==> src/rtl/cpu_divide_pkg.sv <==
// Shared CPU definitions: divider state encoding, RV32M divide funct3 codes
// and ALU op codes.
package cpu_divide_pkg;

    typedef enum logic [1:0] {
        IDLE  = 2'd0,
        ITER  = 2'd1,
        FIXUP = 2'd2
    } div_state_t;

    localparam logic [2:0] FUNCT3_DIV  = 3'b100;
    localparam logic [2:0] FUNCT3_DIVU = 3'b101;
    localparam logic [2:0] FUNCT3_REM  = 3'b110;
    localparam logic [2:0] FUNCT3_REMU = 3'b111;

    typedef enum logic [3:0] {
        ALU_ADD  = 4'd0,
        ALU_SUB  = 4'd1,
        ALU_SLL  = 4'd2,
        ALU_SLT  = 4'd3,
        ALU_SLTU = 4'd4,
        ALU_XOR  = 4'd5,
        ALU_SRL  = 4'd6,
        ALU_SRA  = 4'd7,
        ALU_OR   = 4'd8,
        ALU_AND  = 4'd9
    } alu_op_t;

    function automatic logic funct3_is_signed(input logic [2:0] funct3);
        return (funct3 == FUNCT3_DIV) || (funct3 == FUNCT3_REM);
    endfunction

    function automatic logic funct3_wants_rem(input logic [2:0] funct3);
        return (funct3 == FUNCT3_REM) || (funct3 == FUNCT3_REMU);
    endfunction

endpackage

==> src/rtl/cpu_divide_step.sv <==
// One restoring-division step: compare the shifted partial remainder against
// the divisor and subtract when it fits.
module cpu_divide_step #(
    parameter int unsigned WIDTH = 32
) (
    input  logic [WIDTH:0]   rem,
    input  logic [WIDTH-1:0] den,
    output logic [WIDTH-1:0] rem_next,
    output logic             q_bit
);

    // After a successful subtract the result is below den, so it fits WIDTH bits.
    always_comb begin
        q_bit    = (rem >= {1'b0, den});
        rem_next = q_bit ? WIDTH'(rem - {1'b0, den}) : rem[WIDTH-1:0];
    end

endmodule

==> src/rtl/cpu_divide.sv <==
// Iterative RV32M divider (DIV/DIVU/REM/REMU): one quotient bit per clock,
// divide-by-zero and signed overflow resolved in the request cycle.
module cpu_divide
    import cpu_divide_pkg::*;
#(
    parameter int unsigned WIDTH = 32
) (
    input  logic             i_clock,
    input  logic             i_reset,
    input  logic             i_request,
    input  logic             i_signed,
    input  logic [WIDTH-1:0] i_numerator,
    input  logic [WIDTH-1:0] i_denominator,
    output logic             o_busy,
    output logic             o_ready,
    output logic [WIDTH-1:0] o_quotient,
    output logic [WIDTH-1:0] o_remainder
);

    localparam int unsigned CNT_W = $clog2(WIDTH);
    localparam logic [WIDTH-1:0] MOST_NEG = {1'b1, {(WIDTH-1){1'b0}}};

    div_state_t       state;
    div_state_t       state_next;
    logic [CNT_W-1:0] count;
    logic [WIDTH-1:0] num;
    logic [WIDTH-1:0] den;
    logic [WIDTH-1:0] rem;
    logic             sign_q;
    logic             sign_r;

    logic             num_neg;
    logic             den_neg;
    logic [WIDTH-1:0] num_abs;
    logic [WIDTH-1:0] den_abs;
    logic             div_zero;
    logic             overflow;
    logic [WIDTH:0]   rem_shift;
    logic [WIDTH-1:0] rem_next;
    logic             q_bit;

    always_comb begin
        num_neg   = i_signed & i_numerator[WIDTH-1];
        den_neg   = i_signed & i_denominator[WIDTH-1];
        num_abs   = num_neg ? -i_numerator : i_numerator;
        den_abs   = den_neg ? -i_denominator : i_denominator;
        div_zero  = (i_denominator == '0);
        overflow  = i_signed && (i_numerator == MOST_NEG) && (i_denominator == '1);
        // num doubles as the dividend shift-out and the quotient shift-in.
        rem_shift = {rem, num[WIDTH-1]};
    end

    cpu_divide_step #(
        .WIDTH(WIDTH)
    ) u_step (
        .rem     (rem_shift),
        .den     (den),
        .rem_next(rem_next),
        .q_bit   (q_bit)
    );

    always_comb begin
        state_next = state;
        case (state)
            IDLE:    if (i_request && !div_zero && !overflow) state_next = ITER;
            ITER:    if (count == '0) state_next = FIXUP;
            FIXUP:   state_next = IDLE;
            default: state_next = IDLE;
        endcase
    end

    always_ff @(posedge i_clock or posedge i_reset) begin
        if (i_reset) begin
            state <= IDLE;
        end else begin
            state <= state_next;
        end
    end

    always_ff @(posedge i_clock or posedge i_reset) begin
        if (i_reset) begin
            count       <= '0;
            num         <= '0;
            den         <= '0;
            rem         <= '0;
            sign_q      <= 1'b0;
            sign_r      <= 1'b0;
            o_ready     <= 1'b0;
            o_quotient  <= '0;
            o_remainder <= '0;
        end else begin
            o_ready <= 1'b0;
            case (state)
                IDLE: begin
                    if (i_request) begin
                        if (div_zero) begin
                            o_quotient  <= '1;
                            o_remainder <= i_numerator;
                            o_ready     <= 1'b1;
                        end else if (overflow) begin
                            o_quotient  <= i_numerator;
                            o_remainder <= '0;
                            o_ready     <= 1'b1;
                        end else begin
                            num    <= num_abs;
                            den    <= den_abs;
                            rem    <= '0;
                            count  <= CNT_W'(WIDTH - 1);
                            sign_q <= num_neg ^ den_neg;
                            sign_r <= num_neg;
                        end
                    end
                end
                ITER: begin
                    rem   <= rem_next;
                    num   <= {num[WIDTH-2:0], q_bit};
                    count <= count - 1'b1;
                end
                FIXUP: begin
                    o_quotient  <= sign_q ? -num : num;
                    o_remainder <= sign_r ? -rem : rem;
                    o_ready     <= 1'b1;
                end
                default: ;
            endcase
        end
    end

    assign o_busy = (state != IDLE);

endmodule

==> config.mk <==
export PLATFORM = sky130hd
export DESIGN_NAME = cpu_divide
export DESIGN_NICKNAME = d
export VERILOG_FILES = /design/src/rtl/cpu_divide_pkg.sv /design/src/rtl/cpu_divide_step.sv /design/src/rtl/cpu_divide.sv
export SDC_FILE = /design/constraint.sdc
export NUM_CORES = 1
export LEC_CHECK = 0
export BUFFER_PORTS_ARGS = -buffer_cell sky130_fd_sc_hd__buf_2
export CORE_ASPECT_RATIO = 1.1
export CORE_MARGIN = 2
export CORE_UTILIZATION = 54
export DETAILED_ROUTE_END_ITERATION = 6
export GPL_TIMING_DRIVEN = 0
export PLACE_DENSITY = 0.85
export SYNTH_ARGS = -nofsm -noshare
export SYNTH_HDL_FRONTEND = slang
export SYNTH_SLANG_ARGS = --single-unit
==> constraint.sdc <==
create_clock -name i_clock -period 5.75 [get_ports i_clock]
set_input_delay 1.15 -clock i_clock [delete_from_list [all_inputs] [get_ports i_clock]]
set_output_delay 1.15 -clock i_clock [all_outputs]
set_load 0.01 [all_outputs]
# Yosys cells after proc, flatten, opt, wreduce, memory -nomap -nowiden
# Cells that the tools add are included.
# word_totals
out_inout_bits,66
elab_cells,80
input_bits,68
ff_bits,170
# op_classes
order_cmp,1
reduce_logical,16
bitwise_logic,5
mux,32
addsub,6
eq_ne,10
# op_table
op,count
32-bit 2-to-1 mux,17
32-bit one-hot mux with 2 select lines,4
32-bit negation,4
32-bit equality test (second input constant),2
33-bit by 32-bit >= comparator with 1-bit output,1
32-bit zero test,1
32-bit subtractor,1
5-bit 2-to-1 mux,3
2-bit != test (second input constant),5
5-bit one-hot mux with 2 select lines,1
4-bit AND reduction,2
2-bit nonzero test,3
5-bit zero test,1
5-bit by 1-bit subtractor with 5-bit output (second input constant),1
1-bit logical AND,4
2-bit 2-to-1 mux,2
2-bit one-hot mux with 2 select lines,1
1-bit 2-to-1 mux,3
3-bit != test (second input constant),1
3-bit AND reduction,1
1-bit bitwise AND,2
2-bit by 1-bit equality test with 1-bit output (second input constant),1
2-bit equality test (second input constant),1
1-bit zero test,2
other kinds (5),6

# Logic depth before layout (Yosys ltp)
# depth
depth_word,7
ltp_mapped,14
depth_no_buf,12

# Modules after synthesis
# Synthesis repeated with hierarchy kept, for this count alone.
# hier_totals
cells_unflattened,1455
hier_area_um2,12658.4
# modules_own_cells
module,instances,area_each_um2,cells_per_inst,seq_area_each_um2
cpu_divide,1,10327.4,1132,4254.1
cpu_divide_step,1,2331.0,323,0.0

# Worst setup path after synthesis
# OpenSTA, ideal clock, no wires.
# synth_timing
kind,input to register
start,input i_denominator[0]
end,register o_quotient[28]
setup_time_ps,136
arrival_time_ps,3672
required_time_ps,5614
stages,14
n_path_buf,4
slack_ps,1942
path_cell_list,inv_1 ha_1 or4b_2 clkbuf_1 nor3_1 nand3_1 o22ai_1 and2_1 buf_2 nor2_1 clkbuf_1 clkbuf_1 nand2_1 o21ai_0
# synth_between
elab_chain_cells,4
elab_cells_between_ends,8
cone_classes,eq/ne: 2; mux: 3; reduce/logical: 3
# synth_lines
element,line_no,source
from (decl),cpu_divide.sv:13,"input logic [WIDTH-1:0] i_denominator,"
32-bit equality test / 32-bit zero test (equally long branches),"cpu_divide.sv:48, cpu_divide.sv:47",
1-bit logical AND / 32-bit 2-to-1 mux (equally long branches),"cpu_divide.sv:48, cpu_divide.sv:96",
3-bit != test (no source line) / 32-bit 2-to-1 mux (equally long branches),n/a,
3-bit AND reduction (no source line) / 32-bit one-hot mux with 2 select lines (equally long branches),n/a,
to (signal assigned),cpu_divide.sv:101,o_quotient <= i_numerator;
to (signal assigned),cpu_divide.sv:120,o_quotient <= sign_q ? -num : num;
to (decl),cpu_divide.sv:16,"output logic [WIDTH-1:0] o_quotient,"
# Several ways; a longest one is shown, not always the timed one. The select of a mux whose other input is x is not followed.
# A chain may end at the register's enable or synchronous reset.

# Final worst setup path
# layout_timing
start,input i_denominator[5]
end,register num[20]
# layout_between
elab_chain_cells,4
elab_cells_between_ends,6
cone_classes,eq/ne: 3; reduce/logical: 3
# layout_lines
element,line_no,source
32-bit equality test,cpu_divide.sv:48,overflow = i_signed && (i_numerator == MOST_NEG) && (i_denominator == '1);
1-bit logical AND,cpu_divide.sv:48,
2-bit != test (no source line),n/a,
4-bit AND reduction (no source line) (*),n/a,
to (signal assigned),cpu_divide.sv:105,num <= num_abs;
to (signal assigned),cpu_divide.sv:116,"num <= {num[WIDTH-2:0], q_bit};"
to (decl),cpu_divide.sv:26,logic [WIDTH-1:0] num;
# Every way passes the cells marked *; elsewhere a longest branch is shown, timed or not.

==> run_results.csv <==
group,metric,value,unit
synth,synth-main-ff-cell,"dfrtp_1",
sta,rsz0062_at_grt,"false",
sta,fin_crit_sh,85.2,%
route,drt_iter0_markers,1525,
clock_network,clock_sinks,170,
floorplanning,die_w,144,µm
route,wl_met1,13.8,mm
synth,synth_area_per_cell,8.23,µm²
critical_path,critPathLaunchType,"input port",
route,wl_met2,17.2,mm
sta,maxSlewHeadroom,40.0,%
finish,area_growth,14.6,%
clock_network,clock_latency,0.45,ns
route,avgViaCountPerCell,6.20,
route,highest_layer,"met5",
floorplanning,rows,56,
critical_path,worstPathMaxFanout,10,
hold_path,hp-start,"den[18]",
critical_path,cpMostUsedCell,"clkbuf_1",
synth,synth_most_common_cell,"o21ai_0",
route,wl_per_cell,19.6,µm
clock_network,root_buffer,"clkbuf_16",
critical_path,crit_path_max_incr_delay,0.63,ns
critical_path,r2r_start,"rem[8]",
finish,drive_gt1_share,11.7,%
placement,gp_congestion,0.977,
synth,async_flop_share,100,%
placement,portBuffers,133,
synth,synth.area.top_cells,"dfrtp_1, o21ai_0, nand2_1",
synth,syn_area,11600,µm²
sta,worst_slew_pin_slew,0.900,ns
clock_network,cts_tree,"done",
critical_path,criticalPathCategory,"input port to register",
floorplanning,start_util,54.7,%
route,ant_nets,0,
critical_path,cp_top_family,"simple AND/OR/NAND/NOR gates",
synth,synth_top_area_share,36.7,%
power_and_ir_drop,powerDensity,623,nW/µm²
power_and_ir_drop,p_leak,5.51,nW
clock_network,clockBufferDepth,2,
route,drc_errors,0,
finish,nets,1671,
clock_network,clk_pin_slew,0.07,ns
critical_path,slowest_stage,"nor4_1",
sta,min_period,4.90,ns
sta,hold_ws,0.480,ns
critical_path,setup.worst_path.start,"i_denominator[5]",
run_status,status,"completed",
clock_network,cts_max_level,4,
synth,yosys.area.top_type,"dfrtp_1",
clock_network,numCtsBuffers,17,
synth,synthDistinctLibCells,64,
floorplanning,die_area,22600,µm²
route,vias,11600,
grt,grt_pass1_vias,11100,
critical_path,path_buf_inv,3,
placement,placed_area,12700,µm²
synth,yosys-top-cells-count,"o21ai_0, nand2_1, dfrtp_1",
synth,syn_inst,1407,
clock_network,cts_resized,0,
grt,grtUsageTotal,32.7,%
floorplanning,core,21200,µm²
finish,regArea,4250,µm²
run,cap_viol_max_count,0,
grt,grt_pass1_wl,57.2,mm
sta,fmax,204,MHz
sta,setup_viol,0,
critical_path,cp_cell_sequence,"buf_2 -> or4_1 -> nor4_1 -> nand3_1 -> o22ai_1 -> or3_1 -> clkbuf_1 -> clkbuf_1 -> o21ai_0",
power_and_ir_drop,power,8.27,mW
sta,finalClockSkew,0.0140,ns
route,dr.pass1.iters,6,
floorplanning,fp.dieH,158,µm
grt,grt_overflow,0,
floorplanning,pin_count,134,
placement,dpl_worst_slack,0.674,ns
finish,multi_input_area,6780,µm²
synth,synth_fp_nets,1515,
sta,finalHoldViolCount,0,
route,dr_wl_met3,3.29,mm
grt,antenna_found_initial,2,
critical_path,worstPathRequired,6.03,ns
sta,slew_viol_final,0,
critical_path,arrival,5.18,ns
hold_path,hp-class,"register to register",
power_and_ir_drop,ir_drop,242,µV
synth,ys_seq_area_share,36.7,%
route,routed_wl,36.5,mm
clock_network,cts_setup_buffers,0,
synth,ys_ff_latch,170,
sta,tns,0,ns
grt,grt_max_degree,43,
finish,final_area,13300,µm²
finish,n_fill_cell,1892,
synth,yosysWarnings,0,
finish,antennaDiodeCount,0,
clock_network,ctsHoldBuffers,0,
sta,fin_ws,0.849,ns
synth,synth-edff-count,0,
placement,place_hpwl,27.7,mm
critical_path,end_kind,"register",
-- registers in the layout, indices dropped and copies added, names as in the netlist --
signal / cells
den: 32
o_remainder: 32
rem: 32
count: 5
state: 2
num: 32
sign_r: 1
o_ready: 1
o_quotient: 32
sign_q: 1
-- final timing paths --
check                           endpoint  cells past startpoint  slack, ns
max                              num[20]                      9       0.85
min                              den[18]                      2       0.48
max reg2reg                      rem[10]                     11       1.84
min reg2reg                      den[18]                      2       0.48
max in group asynchronous        den[24]                      4       4.12
min in group asynchronous  o_quotient[4]                      2       0.75
-- metrics by stage --
step	instances	utilization, %
global placement	1830	59.6
detailed placement	1834	60.0
CTS	1865	62.7
floorplan	1407	-
global route	1865	62.7
finish	1865	62.7
-- tightest hold or removal path: cells and delay by family (launching register included) --
| kind | cells | cell delay (ns) |
|---|---|---|
| AND/OR/NAND/NOR | 1 | 0.05 |
| AO/OA/AOI/OAI | 1 | 0.06 |
| flip-flops | 1 | 0.34 |
-- cells in the final DEF, fill, tap and decap left out, drive strengths merged, types with 6 or more instances in the layout --
cell type,n
a211oi,8
a21oi,104
a22oi,10
a31oi,14
a32oi,11
and2,8
and3,12
buf,145
clkbuf,94
clkinv,6
dfrtp,170
ha,39
inv,63
mux2i,19
nand2,182
nand2b,6
nand3,39
nand4,18
nor2,80
nor2b,6
nor3,18
nor4,16
o211ai,12
o21ai,184
o221ai,13
o22ai,16
o31ai,32
o41ai,17
or3,17
or4,18
xnor2,68
xor2,78
-- cells by family (layout without fill, tap and decap cells) --
group	Yosys count	count (layout)	synth area share (%)
AOI/OAI and AO/OA	452	452	23.6
and+or+nand+nor	436	436	17.9
DFF	170	170	36.7
xor gates and xnor gates	146	146	11.0
buffers and inverters	144	312	4.70
adders and majority gates	40	40	4.39
muxes	19	19	1.64
-- area by class of cell --
type | instances | area share (%)
Multi-Input combinational cell | 1093 | 51.1
Clock inverter | 12 | 1.05
Tap cell | 290 | 2.73
Timing Repair Buffer | 137 | 5.62
Buffer | 83 | 2.38
Clock buffer | 19 | 3.34
Inverter | 61 | 1.75
Sequential cell | 170 | 32.0
-- routing by layer --
| metal | vias to the layer above | GRT usage [%] |
|---|---|---|
| met3 | 162 | 6.05 |
| met2 | 671 | 54.8 |
| li1 | 5387 | - |
| met4 | 2 | 18.9 |
| met5 | - | 0 |
| met1 | 5349 | 39.4 |
-- power breakdown --
part / switching [mW] / internal (mW) / leakage, nW
Combinational: 2.83 / 1.90 / 3.24
Sequential: 0.600 / 1.77 / 1.98
Clock: 0.510 / 0.655 / 0.285
Total: 3.94 / 4.33 / 5.51
Power figures use the tool's default switching activity.
